**src/rtl/sti_deserializer.sv**
```systemverilog
// Serial-to-parallel frame deserializer: collects 8/16/24/32-bit serial frames
// in either bit order and extracts a 16-bit payload with padding-error detection.
module sti_deserializer (
  input  logic        clk,
  input  logic        reset,
  input  logic        cfg_load,
  input  logic [1:0]  cfg_length,
  input  logic        cfg_msb,
  input  logic        cfg_low,
  input  logic        cfg_fill,
  input  logic        si_data,
  input  logic        si_valid,
  output logic [15:0] po_data,
  output logic        po_valid,
  output logic        po_pad_err,
  output logic        frame_err,
  output logic [7:0]  frame_cnt,
  output logic        busy
);

  typedef enum logic [1:0] {
    IDLE = 2'd0,
    RECV = 2'd1,
    OUT  = 2'd2
  } state_t;

  state_t      state;

  logic [1:0]  len_q;
  logic        msb_q;
  logic        low_q;
  logic        fill_q;

  logic [31:0] asm_q;
  logic [5:0]  cnt_q;

  logic [5:0]  frame_bits;
  logic [31:0] asm_base;
  logic [5:0]  cnt_base;
  logic [4:0]  bit_pos;
  logic [31:0] asm_next;
  logic [5:0]  cnt_next;
  logic        last_bit;
  logic [15:0] ext_data;
  logic        ext_pad;

  // A new frame always starts from a cleared register, whether entered from
  // IDLE or back-to-back out of OUT.
  always_comb begin
    // NOTE: every always_comb output gets a default before any branch so no latch is inferred.
    frame_bits = {1'b0, len_q, 3'b000} + 6'd8;
    asm_base   = (state == RECV) ? asm_q : 32'h0000_0000;
    cnt_base   = (state == RECV) ? cnt_q : 6'd0;
    bit_pos    = msb_q ? 5'(frame_bits - 6'd1 - cnt_base) : 5'(cnt_base);
    asm_next   = asm_base;
    asm_next[bit_pos] = si_data;
    cnt_next   = cnt_base + 6'd1;
    last_bit   = (cnt_next == frame_bits);
  end

  // Payload extraction and padding check on the frame as it will look once
  // the current bit is stored.
  always_comb begin
    ext_data = asm_next[15:0];
    ext_pad  = 1'b0;
    unique case (len_q)
      2'd0: ext_data = low_q ? {asm_next[7:0], 8'h00} : {8'h00, asm_next[7:0]};
      2'd1: ext_data = asm_next[15:0];
      2'd2: begin
        if (fill_q) begin
          ext_data = asm_next[23:8];
          ext_pad  = |asm_next[7:0];
        end else begin
          ext_data = asm_next[15:0];
          ext_pad  = |asm_next[23:16];
        end
      end
      2'd3: begin
        if (fill_q) begin
          ext_data = asm_next[31:16];
          ext_pad  = |asm_next[15:0];
        end else begin
          ext_data = asm_next[15:0];
          ext_pad  = |asm_next[31:16];
        end
      end
      default: ;
    endcase
  end

  // NOTE: sequential state uses non-blocking assignments so every register sees pre-edge values.
  always_ff @(posedge clk) begin
    if (reset) begin
      state      <= IDLE;
      len_q      <= 2'd0;
      msb_q      <= 1'b0;
      low_q      <= 1'b0;
      fill_q     <= 1'b0;
      asm_q      <= 32'h0000_0000;
      cnt_q      <= 6'd0;
      po_data    <= 16'h0000;
      po_valid   <= 1'b0;
      po_pad_err <= 1'b0;
      frame_err  <= 1'b0;
      frame_cnt  <= 8'h00;
      busy       <= 1'b0;
    end else begin
      po_valid   <= 1'b0;
      po_pad_err <= 1'b0;
      frame_err  <= 1'b0;

      if (cfg_load) begin
        // A config change always wins over serial data and kills any partial frame.
        len_q  <= cfg_length;
        msb_q  <= cfg_msb;
        low_q  <= cfg_low;
        fill_q <= cfg_fill;
        if (state == RECV) begin
          frame_err <= 1'b1;
        end
        asm_q <= 32'h0000_0000;
        cnt_q <= 6'd0;
        state <= IDLE;
        busy  <= 1'b0;
      end else if (si_valid) begin
        if (last_bit) begin
          asm_q      <= asm_next;
          cnt_q      <= 6'd0;
          state      <= OUT;
          busy       <= 1'b0;
          po_valid   <= 1'b1;
          po_data    <= ext_data;
          po_pad_err <= ext_pad;
          frame_cnt  <= frame_cnt + 8'd1;
        end else begin
          asm_q <= asm_next;
          cnt_q <= cnt_next;
          state <= RECV;
          busy  <= 1'b1;
        end
      end else begin
        if (state == RECV) begin
          frame_err <= 1'b1;
          asm_q     <= 32'h0000_0000;
        end
        cnt_q <= 6'd0;
        state <= IDLE;
        busy  <= 1'b0;
      end
    end
  end

endmodule
```
**config.mk**
```make
export PLATFORM = sky130hd
export DESIGN_NAME = sti_deserializer
export DESIGN_NICKNAME = d
export VERILOG_FILES = /design/src/rtl/sti_deserializer.sv
export SDC_FILE = /design/constraint.sdc
export NUM_CORES = 1
export LEC_CHECK = 0
export ABC_CLOCK_PERIOD_IN_PS = 7300
export BUFFER_PORTS_ARGS = -buffer_cell sky130_fd_sc_hd__buf_2
export CAP_MARGIN = 30
export CORE_MARGIN = 2
export CORE_UTILIZATION = 30
export CTS_BUF_LIST = sky130_fd_sc_hd__clkbuf_8
export CTS_CLUSTER_SIZE = 8
export DETAILED_ROUTE_END_ITERATION = 8
export PLACE_DENSITY = 0.51
export REMOVE_ABC_BUFFERS = 1
export SETUP_SLACK_MARGIN = 0.4
export SYNTH_ARGS = -nofsm -noshare
export SYNTH_HDL_FRONTEND = slang
export SYNTH_SLANG_ARGS = --single-unit
```
**constraint.sdc**
```tcl
create_clock -name clk -period 7.3 [get_ports clk]
set_input_delay 1.095 -clock clk [delete_from_list [all_inputs] [get_ports clk]]
set_output_delay 1.095 -clock clk [all_outputs]
set_load 0.02 [all_outputs]
```
==> flow_summary_export.csv, run 1 <==
group,metric,value,unit
status,outcome,"finished clean",
global_route,antenna_found_initial,0,
timing,tns,0,ps
logic_synthesis,ys_async_sr_fraction,0,%
logic_synthesis,ys_seq_elements,71,
placed_design,place_inst,703,
worst_setup_path,r2r_end,"po_pad_err$_SDFF_PP0_",
placed_design,gp_congestion,0.870,
global_route,grt_overflow,0,
timing,fmax,270,MHz
clock_tree,numCtsBuffers,9,
layout,num-nets-final,551,
logic_synthesis,yosys.area.top_type,"dfxtp_1",
timing,worst_pin_slew,755,ps
logic_synthesis,netlist_area,4240,µm²
global_route,grt_pass1_wl,20.6,mm
timing,slew_headroom,49.7,%
worst_setup_path,r2r_slack,3600,ps
timing,setup_ws,3600,ps
worst_setup_path,crit_type,"register to register",
logic_synthesis,synth_top_flop_cell,"dfxtp_1",
worst_setup_path,cp-end-kind,"register",
drt,drcViolationCount,0,
hold_path,hold_path_startpoint,"asm_q[3]$_SDFFE_PP0P_",
layout,antenna_cells,0,
logic_synthesis,synth_edf_count,0,
flow_run,maxCapViolations,0,
worst_setup_path,start_kind,"register",
drt,wl_met1,5.89,mm
clock_tree,clockBufferDepth,2,
drt,wirelength,12.7,mm
placed_design,portBuffers,37,
clock_tree,root_buffer,"clkbuf_8",
power_and_ir_drop,power.density,164,nW/µm²
hold_path,hold_path.class,"register to register",
power_and_ir_drop,internal-power,0.551,mW
drt,wl_met3,681,µm
clock_tree,h-tree-depth,3,
worst_setup_path,critical_path.top_delay_family,"compound AO/OA/AOI/OAI gates",
power_and_ir_drop,clockPowerShare,39.4,%
drt,drtIter0Drc,339,
timing,slew_viol_final,0,
logic_synthesis,synth_seq_area_share,33.6,%
worst_setup_path,critPathRequiredTime,7540,ps
floorplanning,initial_core_util,30.6,%
floorplanning,die_y,123,µm
logic_synthesis,synth_cell_types,70,
worst_setup_path,worstRegToRegCells,12,
timing,period_minus_slack,3700,ps
logic_synthesis,syn_avg_cell_area,8.16,µm²
layout,stdcell_count,719,
power_and_ir_drop,pwr-share-comb,9.3,%
layout,layout_commonest_cell,"dfxtp_1",
floorplanning,ioPinCount,38,
floorplanning,die_w,123,µm
logic_synthesis,synthAdderAreaFrac,2.07,%
worst_setup_path,r2r_start,"state[0]$_SDFF_PP0_",
placed_design,place_ws,3680,ps
worst_setup_path,worst_path_largest_cell_delay,470,ps
logic_synthesis,synth.mux.area_fraction,7.74,%
worst_setup_path,worst_ep_arrival_time,3940,ps
layout,drive_gt1_share,13.9,%
hold_path,holdPathEnd,"asm_q[3]$_SDFFE_PP0P_",
logic_synthesis,synth_top_area_share,33.6,%
clock_tree,post_cts_buffers,0,
clock_tree,cts.sinks,71,
floorplanning,core-area,13800,µm²
power_and_ir_drop,p_seq_share,51.3,%
drt,viasPerCell,5.61,
clock_tree,cts_resized,0,
timing,timing.hold.ws,460,ps
drt,dr.pass1.iters,7,
logic_synthesis,yosys.area_share.simple,21.7,%
clock_tree,cts_hold_buf,0,
power_and_ir_drop,p_leak,1.82,nW
layout,final_cell_mix,"dfxtp_1, nand2_1, nor2_1, buf_2",
worst_setup_path,worst_path_max_delay_cell,"or4b_1",
drt,met2WireLength,5.98,mm
power_and_ir_drop,ir_worst_vdd,0.0679,mV
timing,final-hold-violation-count,0,
timing,setup_viol,0,
logic_synthesis,synth_xor_area_share,3.10,%
hold_path,min_path_cells,2,
drt,ant_nets,0,
clock_tree,clock_latency,350,ps
timing,skew,9.47,ps
worst_setup_path,crit_fanout,39,
global_route,grt_pass1_vias,3811,
logic_synthesis,synth_area_leaders,"dfxtp_1, mux2i_1, a22o_1",
layout,syn2layout_area_growth,11.3,%
logic_synthesis,yosys_warnings,0,
drt,wl_per_cell,17.7,µm
worst_setup_path,crit_buf_inv,1,
clock_tree,cts_tree,"done",
logic_synthesis,syn_inst,519,
worst_setup_path,crit_chain,"nor2b_2 -> buf_4 -> nand2_1 -> ha_1 -> xnor2_1 -> a21o_1 -> nand2_1 -> o311ai_2 -> o41a_2 -> or4b_1 -> o311ai_1 -> a21oi_1",
logic_synthesis,synth_compound_area_share,27.1,%
power_and_ir_drop,switchingPower,0.220,mW
floorplanning,die-area,15100,µm²
drt,num_vias,4037,
timing,period_share,50.7,%
global_route,track_usage,17.5,%
drt,dr.max_layer_used,"met4",
logic_synthesis,synth_top_family_by_area,"compound AO/OA/AOI/OAI gates",
worst_setup_path,crit_top_cell,"nand2_1",
global_route,grt_max_degree,40,
floorplanning,std_cell_rows,43,
power_and_ir_drop,p_sw_share,28.6,%
clock_tree,path_clk_slew,80,ps
timing,rsz0062_at_grt,"false",
placed_design,hpwlAfterDp,8.89,mm
[per-stage QoR]
stage	utilization [%]	cell area [µm²]	power, mW
detailed placement	32.8	4530	0.475
global placement	32.8	4530	0.474
finish	34.1	4710	0.771
CTS	34.1	4710	0.780
floorplan	-	4080	0.449
global route	34.1	4710	0.805
[power by group through the flow]
stage | Sequential (mW) | Clock, mW | Combinational [mW]
floorplan | 0.403 | 0 | 0.0462
global placement | 0.405 | 0 | 0.0695
detailed placement | 0.405 | 0 | 0.0705
CTS | 0.396 | 0.314 | 0.0708
global route | 0.397 | 0.329 | 0.0787
finish | 0.396 | 0.304 | 0.0720
[synth_stat cells (4+ instances only)]
| cell | number |
|---|---|
| o2111ai_1 | 6 |
| a311oi_1 | 6 |
| a211oi_1 | 4 |
| o21a_1 | 6 |
| ha_1 | 7 |
| a221oi_1 | 5 |
| nor3_1 | 15 |
| nand4_1 | 8 |
| a22o_1 | 28 |
| buf_2 | 9 |
| a21o_1 | 5 |
| o21ai_1 | 13 |
| and2_1 | 4 |
| o21ai_0 | 24 |
| xor2_1 | 11 |
| a22oi_1 | 4 |
| dfxtp_1 | 71 |
| clkbuf_1 | 24 |
| nor2_1 | 39 |
| nand3_1 | 16 |
| nand2_1 | 58 |
| a21oi_1 | 21 |
| mux2i_1 | 28 |
| inv_1 | 10 |
| or3_1 | 4 |
| and3_1 | 7 |
| o211ai_1 | 8 |
| o221ai_1 | 4 |
| xnor2_1 | 4 |
| a31oi_1 | 5 |
| nand2b_1 | 15 |
[worst max-delay path by stage]
stage                        start                    end  slack [ps]  cells after the start
2_1_floorplan  state[0]$_SDFF_PP0_  po_pad_err$_SDFF_PP0_        2980                     11
3_3_place_gp   state[0]$_SDFF_PP0_  po_pad_err$_SDFF_PP0_        3780                     12
3_5_place_dp   state[0]$_SDFF_PP0_  po_pad_err$_SDFF_PP0_        3680                     12
4_1_cts        state[0]$_SDFF_PP0_  po_pad_err$_SDFF_PP0_        3640                     12
5_1_grt        state[0]$_SDFF_PP0_  po_pad_err$_SDFF_PP0_        3350                     12
6_report       state[0]$_SDFF_PP0_  po_pad_err$_SDFF_PP0_        3600                     12
[layout make-up]
| type | instances | area (µm²) |
|---|---|---|
| inverters | 12 | 45.0 |
| flip-flops and latches | 71 | 1420 |
| clock buffers | 11 | 151 |
| multi-input cells | 399 | 2620 |
| repair buffers | 41 | 215 |
| well taps | 180 | 225 |
| fillers | 1434 | 9110 |
| clock inverters | 5 | 32.5 |
[sequential cells by signal (all words and copies together) (netlist names), 2 cells and up]
signal and count:
cnt_q 6, frame_cnt 8, len_q 2, po_data 16
asm_q 32
[cells by family after synthesis]
| family | count (synthesis) |
|---|---|
| simple gates | 186 |
| compound gates | 159 |
| flops | 71 |
| buf+inv | 49 |
| mux | 32 |
| xor+xnor | 15 |
| fa+ha+maj | 7 |
[tightest hold or removal path, stage by stage, from the launching register on]
cell,delay (ps)
dfxtp_1,330
nand2_1,40
o21ai_0,50
[per-layer routing]
metal | up-vias | track usage (%)
li1 | 1955 | -
met1 | 1932 | 24.1
met2 | 134 | 27.9
met3 | 16 | 3.72
met4 | 0 | 4.09
met5 | - | 0
Power figures use the tool's default switching activity.
==> inputs of run 2 (changes only) <==
--- a/config.mk
+++ b/config.mk
@@ -5,7 +5,7 @@
 export SDC_FILE = /design/constraint.sdc
 export NUM_CORES = 1
 export LEC_CHECK = 0
-export ABC_CLOCK_PERIOD_IN_PS = 7300
+export ABC_CLOCK_PERIOD_IN_PS = 3500
 export BUFFER_PORTS_ARGS = -buffer_cell sky130_fd_sc_hd__buf_2
 export CAP_MARGIN = 30
 export CORE_MARGIN = 2
==> constraint.sdc (replaced) <==
create_clock -name clk -period 3.5 [get_ports clk]
set_input_delay 0.525 -clock clk [delete_from_list [all_inputs] [get_ports clk]]
set_output_delay 0.525 -clock clk [all_outputs]
set_load 0.02 [all_outputs]
==> flow_summary_export.csv, run 2 (synthesis results as in run 1) <==
group,metric,value,unit
timing,period_share,83.8,%
global_route,antenna_found_initial,0,
worst_setup_path,crit_type,"register to register",
timing,worst_pin_slew,769,ps
layout,largest_reg_flops,32,
flow_run,maxCapViolations,0,
drt,wl_met1,6.14,mm
timing,tns,0,ps
layout,drive_gt1_share,17.2,%
drt,drtIter0Drc,397,
layout,top_regs,"asm_q x32, po_data x16, frame_cnt x8",
floorplanning,initial_core_util,30.6,%
layout,layout_commonest_cell,"dfxtp_1",
layout,num-nets-final,565,
drt,viasPerCell,5.56,
drt,ant_nets,0,
power_and_ir_drop,switchingPower,0.458,mW
placed_design,portBuffers,37,
timing,final-hold-violation-count,0,
layout,antenna_cells,0,
global_route,grt_max_degree,39,
clock_tree,clockBufferDepth,2,
floorplanning,core-area,13800,µm²
placed_design,gp_congestion,0.886,
clock_tree,path_clk_slew,80,ps
layout,stdcell_count,733,
global_route,grt_pass1_wl,20.4,mm
drt,num_vias,4074,
timing,rsz0062_at_grt,"false",
global_route,track_usage,17.6,%
floorplanning,die_w,123,µm
drt,dr.max_layer_used,"met4",
clock_tree,clock_latency,360,ps
power_and_ir_drop,clockPowerShare,44.8,%
clock_tree,h-tree-depth,3,
clock_tree,cts_tree,"done",
hold_path,hold_path.class,"input port to register",
power_and_ir_drop,ir_worst_vdd,0.173,mV
worst_setup_path,worst_ep_arrival_time,3180,ps
floorplanning,std_cell_rows,43,
global_route,grt_overflow,0,
placed_design,place_inst,716,
worst_setup_path,crit_fanout,10,
power_and_ir_drop,p_sw_share,25.6,%
timing,period_minus_slack,2930,ps
clock_tree,cts.sinks,71,
drt,wirelength,12.7,mm
clock_tree,root_buffer,"clkbuf_8",
clock_tree,numCtsBuffers,9,
floorplanning,die-area,15100,µm²
floorplanning,ioPinCount,38,
floorplanning,die_y,123,µm
power_and_ir_drop,power,1.79,mW
layout,final_cell_mix,"dfxtp_1, nand2_1, nor2_1, buf_2",
layout,syn2layout_area_growth,16.0,%
power_and_ir_drop,pwr-share-comb,9.3,%
power_and_ir_drop,p_leak,1.94,nW
drt,wl_met3,589,µm
drt,wl_per_cell,17.3,µm
timing,slew_headroom,48.4,%
layout,postLayoutCoreUtil,35.5,%
power_and_ir_drop,internal-power,1.33,mW
timing,skew,11.9,ps
status,outcome,"finished clean",
drt,met2WireLength,5.74,mm
placed_design,hpwlAfterDp,9.19,mm
worst_setup_path,start_kind,"register",
power_and_ir_drop,power.density,365,nW/µm²
timing,fmax,341,MHz
timing,setup_viol,0,
drt,drcViolationCount,0,
drt,dr.pass1.iters,8,
clock_tree,cts_hold_buf,0,
power_and_ir_drop,p_seq_share,45.8,%
worst_setup_path,critPathRequiredTime,3750,ps
global_route,grt_pass1_vias,3733,
layout,top_register,"asm_q",
worst_setup_path,cp-end-kind,"register",
timing,slew_viol_final,0,
## run 2: what timing repair did
item                                    4_1_cts  5_1_grt
endpoints found under the setup margin        1        8
resized for setup                             4        6
buffers inserted                              0        1
## run 2: routing by layer
| metal | track usage [%] | vias to the layer above |
|---|---|---|
| met2 | 26.8 | 109 |
| met5 | 0 | - |
| met1 | 24.8 | 1967 |
| met3 | 3.49 | 13 |
| li1 | - | 1985 |
| met4 | 5.75 | 0 |
## run 2: metrics by stage
stage / hold WS, ps / area [µm²] / worst slack [ps]
5_1_grt: 417 / 4910 / 404
4_1_cts: 396 / 4880 / 435
3_5_place_dp: 443 / 4630 / 245
3_3_place_gp: 436 / 4630 / 307
2_1_floorplan: 425 / 4080 / -825
6_report: 410 / 4910 / 566
## run 2: path summary, 6_finish.rpt
check                                        startpoint                 endpoint  slack, ps  depth (start not counted)
worst max register to register    len_q[0]$_SDFFE_PP0P_    po_pad_err$_SDFF_PP0_        570                         11
worst min register to register  po_data[6]$_SDFFE_PP0P_  po_data[6]$_SDFFE_PP0P_        460                          2
worst max-delay path              len_q[0]$_SDFFE_PP0P_    po_pad_err$_SDFF_PP0_        570                         11
worst min-delay path                      cfg_length[0]    len_q[0]$_SDFFE_PP0P_        410                          3
## run 2: cell type report
class                      instances  area (µm²)
tap                              180         225
multi-input combinational        399        2660
sequential                        71        1420
timing repair buffer              55         320
clock inverter                     7         113
inverter                          12        45.0
clock buffer                       9         124
fill                            1463        8910
## run 2: critical path, stage by stage (launching register included)
cell and delay (ps):
dfxtp_2 380, inv_1 80, ha_1 370, xnor2_2 200, nand3_1 150, buf_4 190, nand2_1 130, o311ai_2 260
o41a_2 210, or4b_1 460, o311ai_1 280, a21oi_1 100
## run 2: power groups by stage
stage / Clock [mW] / Sequential, mW / Combinational, mW
6_report: 0.804 / 0.821 / 0.167
3_3_place_gp: 0 / 0.840 / 0.159
4_1_cts: 0.828 / 0.821 / 0.163
3_5_place_dp: 0 / 0.840 / 0.160
5_1_grt: 0.858 / 0.822 / 0.183
2_1_floorplan: 0 / 0.841 / 0.0963
==> inputs of run 3 (changes only) <==
--- a/config.mk
+++ b/config.mk
@@ -5,7 +5,7 @@
 export SDC_FILE = /design/constraint.sdc
 export NUM_CORES = 1
 export LEC_CHECK = 0
-export ABC_CLOCK_PERIOD_IN_PS = 3500
+export ABC_CLOCK_PERIOD_IN_PS = 2800
 export BUFFER_PORTS_ARGS = -buffer_cell sky130_fd_sc_hd__buf_2
 export CAP_MARGIN = 30
 export CORE_MARGIN = 2
==> constraint.sdc (replaced) <==
create_clock -name clk -period 2.8 [get_ports clk]
set_input_delay 0.42 -clock clk [delete_from_list [all_inputs] [get_ports clk]]
set_output_delay 0.42 -clock clk [all_outputs]
set_load 0.02 [all_outputs]
==> flow_summary_export.csv, run 3 (synthesis results as in run 1) <==
group,metric,value,unit
clock_tree,clockBufferDepth,2,
drt,drcViolationCount,0,
worst_setup_path,crit_buf_inv,0,
floorplanning,die_w,123,µm
drt,dr.pass1.iters,5,
timing,worst_pin_slew,634,ps
timing,timing.hold.ws,303,ps
worst_setup_path,start_kind,"register",
clock_tree,cts.sinks,71,
drt,wl_per_cell,18.6,µm
clock_tree,numCtsBuffers,9,
worst_setup_path,worst_path_max_delay_cell,"or4_4",
worst_setup_path,critPathRequiredTime,3060,ps
worst_setup_path,r2r_start,"state[0]$_SDFF_PP0_",
layout,final_area,6100,µm²
worst_setup_path,crit_chain,"nor2b_4 -> nand2_2 -> ha_4 -> xor2_4 -> or3_4 -> a21oi_4 -> nand2_2 -> mux2i_4 -> or4_4 -> nor3_4 -> a21oi_2",
drt,viasPerCell,5.64,
layout,syn2layout_area_growth,43.9,%
layout,antenna_cells,0,
flow_run,maxCapViolations,0,
placed_design,place_ws,-106,ps
floorplanning,die-area,15100,µm²
power_and_ir_drop,ir_worst_vdd,0.230,mV
global_route,grt_max_degree,34,
floorplanning,die_y,123,µm
layout,drive_gt1_share,37.8,%
timing,slew_viol_final,0,
global_route,track_usage,19.9,%
hold_path,hold_path.class,"input port to register",
global_route,grt_overflow,0,
power_and_ir_drop,power.density,357,nW/µm²
timing,tns,0,ps
worst_setup_path,worstRegToRegCells,11,
hold_path,holdPathEnd,"msb_q$_SDFFE_PP0P_",
floorplanning,initial_core_util,30.6,%
worst_setup_path,crit_top_cell,"nand2_2",
timing,setup_ws,50.4,ps
floorplanning,std_cell_rows,43,
worst_setup_path,worst_path_largest_cell_delay,520,ps
layout,final_cell_mix,"buf_4, dfxtp_1, nand2_1, nor2_1, buf_2",
placed_design,hpwlAfterDp,9.89,mm
layout,top_register,"asm_q",
timing,skew,12.0,ps
floorplanning,ioPinCount,38,
worst_setup_path,crit_fanout,4,
layout,num-nets-final,645,
worst_setup_path,cp-end-kind,"register",
power_and_ir_drop,p_leak,2.43,nW
worst_setup_path,critical_path.top_delay_family,"simple AND/OR/NAND/NOR gates",
hold_path,min_path_cells,3,
layout,top_regs,"asm_q x32, po_data x16, frame_cnt x8",
layout,nFillCells,1336,
drt,ant_nets,0,
placed_design,gp_congestion,0.886,
floorplanning,core-area,13800,µm²
worst_setup_path,crit_type,"register to register",
worst_setup_path,r2r_end,"po_pad_err$_SDFF_PP0_",
layout,largest_reg_flops,32,
global_route,grt_pass1_wl,23.1,mm
clock_tree,cts_tree,"done",
drt,drtIter0Drc,445,
global_route,antenna_found_initial,0,
layout,stdcell_count,813,
placed_design,portBuffers,37,
clock_tree,path_clk_slew,80,ps
global_route,grt_pass1_vias,4285,
timing,period_minus_slack,2750,ps
timing,setup_viol,0,
placed_design,dpl_cell_area,4980,µm²
timing,period_share,98.2,%
status,outcome,"finished clean",
timing,slew_headroom,57.7,%
worst_setup_path,r2r_slack,50,ps
placed_design,place_inst,762,
timing,fmax,364,MHz
drt,wirelength,15.1,mm
clock_tree,h-tree-depth,3,
drt,num_vias,4584,
worst_setup_path,worst_ep_arrival_time,3010,ps
timing,rsz0062_at_grt,"true",
clock_tree,clock_latency,370,ps
hold_path,hold_path_startpoint,"cfg_msb",
layout,layout_commonest_cell,"buf_4",
clock_tree,root_buffer,"clkbuf_8",
timing,final-hold-violation-count,0,
==> run 3: cell types whose count changed in the layout (fill, tap and decap cells not counted), moves of 4 or more <==
cell,change
a311oi_1,-4
mux2i_1,-8
buf_12,+4
buf_4,+55
o21ai_0,-5
a221oi_1,-5
mux2i_2,+4
a311oi_2,+4
nand2_1,-5
buf_6,+16
mux2i_4,+4
o21ai_2,+6
nand2_2,+5
==> run 3: stage by stage <==
step           util (%)  power, mW
2_1_floorplan         -       1.17
3_3_place_gp       36.1       1.27
3_5_place_dp       36.1       1.27
4_1_cts            41.2       2.16
5_1_grt            44.1       2.26
6_report           44.1       2.18
==> run 3: layout make-up <==
cell class                 instances  area (µm²)  share of cell area, %
multi-input combinational        400        3100                   50.9
sequential                        71        1430                   23.4
timing repair buffer             134        1110                   18.1
tap                              180         225                   3.69
clock buffer                       9         124                   2.03
clock inverter                     7        65.1                   1.07
inverter                          12        45.0                  0.739
==> run 3: per-layer routing <==
metal	share of wire, %	GRT usage [%]	vias to the layer above
li1	-	-	2153
met1	45	28.1	2231
met2	46	30.1	177
met3	6.3	4.04	23
met4	2.3	6.90	0
met5	0	0	-
==> run 3: worst min-delay path, cell delays in order <==
cell and delay (ps):
buf_2 80, mux2i_1 60, nor2_1 80
==> run 3: where the power goes <==
part / leakage, nW / switching [mW] / internal, mW / total [mW]
logic: 1.76 / 0.193 / 0.127 / 0.320
registers: 0.575 / 0.0114 / 1.02 / 1.03
clock network: 0.100 / 0.426 / 0.405 / 0.831
total: 2.43 / 0.631 / 1.55 / 2.18
==> run 3: worst max-delay path by stage <==
stage | from | to | slack [ps] | cells after the start
floorplan | state[0]$_SDFF_PP0_ | po_pad_err$_SDFF_PP0_ | -1520 | 11
global route | state[0]$_SDFF_PP0_ | po_pad_err$_SDFF_PP0_ | -40 | 11
detailed placement | state[0]$_SDFF_PP0_ | po_pad_err$_SDFF_PP0_ | -110 | 11
finish | state[0]$_SDFF_PP0_ | po_pad_err$_SDFF_PP0_ | 50 | 11
global placement | state[0]$_SDFF_PP0_ | po_pad_err$_SDFF_PP0_ | -90 | 11
CTS | state[0]$_SDFF_PP0_ | po_pad_err$_SDFF_PP0_ | 150 | 11
==> run 3: timing repair <==
action,in CTS,in global routing
gates cloned,4,1
gates resized for setup,71,50
hold buffers,0,0
setup buffers,11,19
endpoints found under the setup margin,35,37
pin swaps,35,35
